$ cat src/rtl/mul_seq_pkg.sv
// Shared types for the multiplier operand sequencer: FSM states, default width, operand pair.
package mul_seq_pkg;

  localparam int DEF_WIDTH = 16;

  typedef enum logic [2:0] {
    IDLE,
    START,
    LOAD_A,
    LOAD_B,
    WAIT,
    HOLD
  } state_t;

  typedef struct packed {
    logic [DEF_WIDTH-1:0] a;
    logic [DEF_WIDTH-1:0] b;
  } pair_t;

endpackage

$ cat src/rtl/mul_seq_fifo.sv
// Synchronous FIFO of operand pairs with a registered occupancy count; head is read combinationally.
module mul_seq_fifo
  import mul_seq_pkg::*;
#(
  parameter int  DEPTH = 4,
  parameter type T     = pair_t
) (
  input  logic clk,
  input  logic rst_n,
  input  logic push,
  input  T     din,
  input  logic pop,
  output T     dout,
  output logic full,
  output logic empty
);

  localparam int PTR_W = $clog2(DEPTH);

  T                 mem [DEPTH];
  logic [PTR_W-1:0] wr_ptr;
  logic [PTR_W-1:0] rd_ptr;
  logic [PTR_W:0]   count;
  logic             do_push;
  logic             do_pop;

  assign full    = (count == (PTR_W+1)'(DEPTH));
  assign empty   = (count == '0);
  assign do_push = push && !full;
  assign do_pop  = pop && !empty;
  assign dout    = mem[rd_ptr];

  always_ff @(posedge clk or negedge rst_n) begin
    if (!rst_n) begin
      wr_ptr <= '0;
      rd_ptr <= '0;
      count  <= '0;
    end else begin
      if (do_push) wr_ptr <= wr_ptr + 1'b1;
      if (do_pop)  rd_ptr <= rd_ptr + 1'b1;
      case ({do_push, do_pop})
        2'b10:   count <= count + 1'b1;
        2'b01:   count <= count - 1'b1;
        default: count <= count;
      endcase
    end
  end

  // storage is pure data: no reset needed
  always_ff @(posedge clk) begin
    if (do_push) mem[wr_ptr] <= din;
  end

endmodule

$ cat src/rtl/mul_operand_sequencer.sv
// Feeds operand pairs into the repeated-addition multiplier and returns products on a stream.
// Optional watchdog in WAIT enabled by defining MUL_SEQ_TIMEOUT_EN.
module mul_operand_sequencer
  import mul_seq_pkg::*;
#(
  parameter int WIDTH          = DEF_WIDTH,
  parameter int FIFO_DEPTH     = 4,
  parameter int TIMEOUT_CYCLES = 70000
) (
  input  logic             clk,
  input  logic             rst_n,
  input  logic             in_valid,
  output logic             in_ready,
  input  logic [WIDTH-1:0] in_a,
  input  logic [WIDTH-1:0] in_b,
  output logic             mul_start,
  output logic [WIDTH-1:0] mul_data,
  input  logic             mul_done,
  input  logic [WIDTH-1:0] mul_result,
  output logic             out_valid,
  input  logic             out_ready,
  output logic [WIDTH-1:0] out_product,
  output logic             out_err,
  output logic             busy
);

  typedef struct packed {
    logic [WIDTH-1:0] a;
    logic [WIDTH-1:0] b;
  } pair_w_t;

  state_t           state;
  state_t           state_nxt;
  pair_w_t          in_pair;
  pair_w_t          head;
  logic             fifo_full;
  logic             fifo_empty;
  logic             pop;
  logic             head_zero;
  logic [WIDTH-1:0] a_reg;
  logic [WIDTH-1:0] b_reg;
  logic             armed;
  logic             capture;
  logic             timeout;

  assign in_pair  = '{a: in_a, b: in_b};
  assign in_ready = !fifo_full;

  mul_seq_fifo #(
    .DEPTH (FIFO_DEPTH),
    .T     (pair_w_t)
  ) u_fifo (
    .clk   (clk),
    .rst_n (rst_n),
    .push  (in_valid && in_ready),
    .din   (in_pair),
    .pop   (pop),
    .dout  (head),
    .full  (fifo_full),
    .empty (fifo_empty)
  );

  assign head_zero = (head.a == '0) || (head.b == '0);
  // a done seen before it has been low once in WAIT belongs to the previous operation
  assign capture   = (state == WAIT) && mul_done && armed;
  assign busy      = (state != IDLE);
  assign out_valid = (state == HOLD);

`ifdef MUL_SEQ_TIMEOUT_EN
  localparam int TMR_W = $clog2(TIMEOUT_CYCLES + 1);
  logic [TMR_W-1:0] timer;

  always_ff @(posedge clk or negedge rst_n) begin
    if (!rst_n)             timer <= '0;
    else if (state != WAIT) timer <= '0;
    else                    timer <= timer + 1'b1;
  end

  assign timeout = (state == WAIT) && !capture && (timer == TMR_W'(TIMEOUT_CYCLES - 1));

  always_ff @(posedge clk or negedge rst_n) begin
    if (!rst_n)                          out_err <= 1'b0;
    else if (timeout)                    out_err <= 1'b1;
    else if (state == HOLD && out_ready) out_err <= 1'b0;
  end
`else
  logic unused_timeout_cfg;
  assign unused_timeout_cfg = (TIMEOUT_CYCLES == 0);
  assign timeout            = 1'b0;
  assign out_err            = 1'b0;
`endif

  always_comb begin
    state_nxt = state;
    pop       = 1'b0;
    mul_start = 1'b0;
    mul_data  = '0;
    case (state)
      IDLE: begin
        if (!fifo_empty) begin
          pop       = 1'b1;
          state_nxt = head_zero ? HOLD : START;
        end
      end
      START: begin
        mul_start = 1'b1;
        state_nxt = LOAD_A;
      end
      LOAD_A: begin
        mul_data  = a_reg;
        state_nxt = LOAD_B;
      end
      LOAD_B: begin
        mul_data  = b_reg;
        state_nxt = WAIT;
      end
      WAIT: begin
        mul_data = b_reg;
        if (capture || timeout) state_nxt = HOLD;
      end
      HOLD: begin
        if (out_ready) state_nxt = IDLE;
      end
      default: state_nxt = IDLE;
    endcase
  end

  always_ff @(posedge clk or negedge rst_n) begin
    if (!rst_n) state <= IDLE;
    else        state <= state_nxt;
  end

  always_ff @(posedge clk) begin
    if (pop) begin
      a_reg <= head.a;
      b_reg <= head.b;
    end
  end

  always_ff @(posedge clk or negedge rst_n) begin
    if (!rst_n) begin
      armed       <= 1'b0;
      out_product <= '0;
    end else begin
      if (state == START)                armed <= 1'b0;
      else if (state == WAIT && !mul_done) armed <= 1'b1;

      if (pop && head_zero) out_product <= '0;
      else if (capture)     out_product <= mul_result;
      else if (timeout)     out_product <= '0;
    end
  end

endmodule

$ cat config.mk
export PLATFORM = sky130hd
export DESIGN_NAME = mul_operand_sequencer
export DESIGN_NICKNAME = d
export VERILOG_FILES = /design/src/rtl/mul_seq_pkg.sv /design/src/rtl/mul_seq_fifo.sv /design/src/rtl/mul_operand_sequencer.sv
export SDC_FILE = /design/constraint.sdc
export NUM_CORES = 1
export LEC_CHECK = 0
export CORE_MARGIN = 5
export CORE_UTILIZATION = 50
export DETAILED_ROUTE_END_ITERATION = 16
export MAX_ROUTING_LAYER = met4
export PLACE_DENSITY_LB_ADDON = 0.1
export SLEW_MARGIN = 20
export SYNTH_ARGS = -nofsm -noshare
export SYNTH_HDL_FRONTEND = slang
export SYNTH_SLANG_ARGS = --single-unit
$ cat constraint.sdc
create_clock -name clk -period 3.6 [get_ports clk]
set_input_delay 0.72 -clock clk [delete_from_list [all_inputs] [get_ports clk]]
set_output_delay 0.72 -clock clk [all_outputs]
set_load 0.05 [all_outputs]
==> results.md <==
- Status: complete, no violations
- Post-CTS Hold Fix Bufs: 0
- Vias in the first global route: 3,872
- Xor and xnor fraction of the mapped netlist area: 0.837%
- Max Freq: roughly 340 MHz
- Syn-to-layout area delta: 24.3%
- Largest family of logic cells by synthesized area: multiplexers
- CTS tree: done
- Routed vias: between 3,000 and 4,000
- Met3 WL: around 960 um
- Filler cells: approximately 1,000
- GRT Util Overall: a little under a fifth
- Fin crit period: 2.96 ns
- Main synth FF type: edfxtp_1
- Setup Buffers After CTS: 0
- Post-Layout Cell Count: around 700
- Area leader, netlist: edfxtp_1
- PnR worst setup slack: 0.642 ns
- Multiplexer share of the synthesized area: 13.0%
- Synth Area per Inst: 18.5 um2
- Post-Synth Simple-Gate Area: roughly 5.1%
- Longest Clk Path Bufs: 2
- Final setup fails: 0
- Post-DRT Antenna Nets: 0
- Synth top area cells: edfxtp_1 66%, dfrtp_1 9.2%, mux4_2 5.8%, mux4_1 4.7%, nand2_1 2.7%
- PortBufs: 88
- Syn_nets: 455
- Critical path class: register to register
- Largest net degree at the start of global routing: 36
- Antenna violations before repair: 0
- Area of the multi-input gates: about 1700 um2
- Die H: 131 um
- Dpl cells: roughly 660
- Slew margin rel.: about 60%
- TNS Setup: 0 ns
- Setup Slack @ Placement: 0.616 ns
- Critical path cell sequence: buf_4 > mux4_1 > nor4_1 > nand4_1 > a21boi_4 > a21oi_1
- Drt via density: around 5.5
- Leakage Power: about 3.2 nW
- Worst IR Drop VDD: about 0.43 mV
- EDFF count, synth: 160
- H-tree levels: 4
- Top Ports: 90
- Buf/Inv on CP: 1
- Synth cell count leaders: 160 x edfxtp_1, 52 x nand2_1, 27 x dfrtp_1, 19 x mux4_2, 19 x o21ai_0
- CP Data Required Time: just under 4 ns
- Root buffer cell: clkbuf_16
- DR top layer: met4
- Post-synth top area share: 65.6%
- Cell with the most instances after synthesis: edfxtp_1
- WL/cell: slightly above 20 um
- Core area: roughly 14,000 um2
- RSZ-0062 raised after global routing: false
- First-iteration detailed-routing DRC count: 251
- Register area share after synthesis: 74.8%
- Crit-path max FO: 17
- Initial Util: approximately half
- Final Skew: 0.00827 ns
- Async set or reset register ratio after synthesis: roughly 14%
- Total gr overflow: 0
- Final Wtd Congestion: slightly above 0.8
- Clock Sink Count: about 190
- Fin. Hold Viols: 0
- PD cells: between 900 and 1000 nW/um2
- Max-cap violations: 0
- DRC: 0
- Post-DP HPWL: around 9.5 mm
- Netlist Area Pre-Place: 7320 um2
- Worst Path Arrival: 3.23 ns
- CP Launch Type: register
- Final wirelength: roughly 14 mm
- Worst slew pin tran: 0.600 ns
- Mapped Cells: 396
- DRT met1 WL: 6.27 mm
- Cell row count: 44
- Crit end category: register
- Post-CTS sizing: 0
- Reg area: 5480 um2
- Max-slew violations: 0
- Clk Latency, worst-skew pair: about 0.42 ns
- WL met2: between 6 and 7 mm
- Ratio of cells with drive above 1 in the final layout: 17.0%
- Largest register FFs: 128
- CP top delay family: flip-flops
- Nets: 558
- Total CTS buffers: 17
- Final Cycle Share: 82.2%
- Die area: 17,200 um2
- Synth cell types: 35
- CP max-delay cell: dfrtp_2
- DIE WIDTH: about 130 um
- Number of synthesized register bits: about 190
- Adder-cell share of the synthesized area: 1.13%
- HP Class: register to register
- Largest reg by FF count: u_fifo.mem
- First-pass GRT wire length: 21.8 mm
- Post-synthesis compound-gate area fraction: under 10%
- Clock transition at the registers of the reported paths: approximately 0.07 ns
- 1st-pass router iterations: 5
- Ant. Diodes: 0
- Synth Warn #: 0
- Slowest stage delay, CP: approximately 0.7 ns
-- where the power goes --
part / leakage [nW] / total, mW / switching [mW] / internal, mW
logic: 1.11 / 3.16 / 1.85 / 1.30
clock network: 0.272 / 1.77 / 0.798 / 0.973
registers: 1.81 / 3.46 / 0.338 / 3.13
-- cells by family after synthesis --
| logic type | Yosys count |
|---|---|
| fa+ha+maj | 6 |
| mux | 50 |
| buf+inv | 23 |
| other cells | 1 |
| compound gates | 39 |
| xor+xnor | 7 |
| flops | 187 |
| simple gates | 83 |
-- layout make-up --
class | count | area share (%)
Sequential cell | 187 | 60.2
Multi-Input combinational cell | 186 | 18.7
Timing Repair Buffer | 102 | 12.2
Clock buffer | 19 | 4.76
Tap cell | 184 | 2.53
Clock inverter | 13 | 1.44
Inverter | 5 | 0.206
-- per-layer routing --
layer  up-vias  track usage (%)
met2       137             27.1
met1      1917             24.3
met4         0             6.53
li1       1762                -
met3        20             5.00
met5         -                -
-- metrics by stage --
step | hold WS [ns] | utilization (%) | area, um2 | total power, mW
2_1_floorplan | 0.424 | - | 7320 | 5.47
5_1_grt | 0.546 | 63.1 | 9100 | 8.81
3_3_place_gp | 0.509 | 59.2 | 8540 | 6.64
6_report | 0.521 | 63.1 | 9100 | 8.39
3_5_place_dp | 0.515 | 59.2 | 8540 | 6.72
4_1_cts | 0.524 | 63.1 | 9100 | 8.49
-- final timing paths --
path                                   from               end  slack (ns)  cells past startpoint
max                        u_fifo.rd_ptr[0]   out_product[13]        0.64                      6
min                          out_product[5]    out_product[5]        0.52                      2
max reg2reg                u_fifo.rd_ptr[0]   out_product[13]        0.64                      6
min reg2reg                  out_product[5]    out_product[5]        0.52                      2
max in group asynchronous             rst_n  u_fifo.rd_ptr[0]        2.64                      2
min in group asynchronous             rst_n          state[1]        0.68                      2
-- layout by cell type (no fill, tap or decap), drive strengths merged, types with 7 or more instances in the layout --
cell	instances
dfrtp	27
mux2i	16
edfxtp	160
o21ai	19
mux4	32
nor4	9
nor2	7
buf	30
nand2	52
clkbuf	19
clkdlybuf4s50	72
inv	12
a21oi	17
-- worst min-delay path: cells and delay by family (launching register included) --
family | cells | cell delay [ns]
DFF | 1 | 0.37
and+or+nand+nor | 1 | 0.06
AOI/OAI and AO/OA | 1 | 0.05
Power figures use the tool's default switching activity.
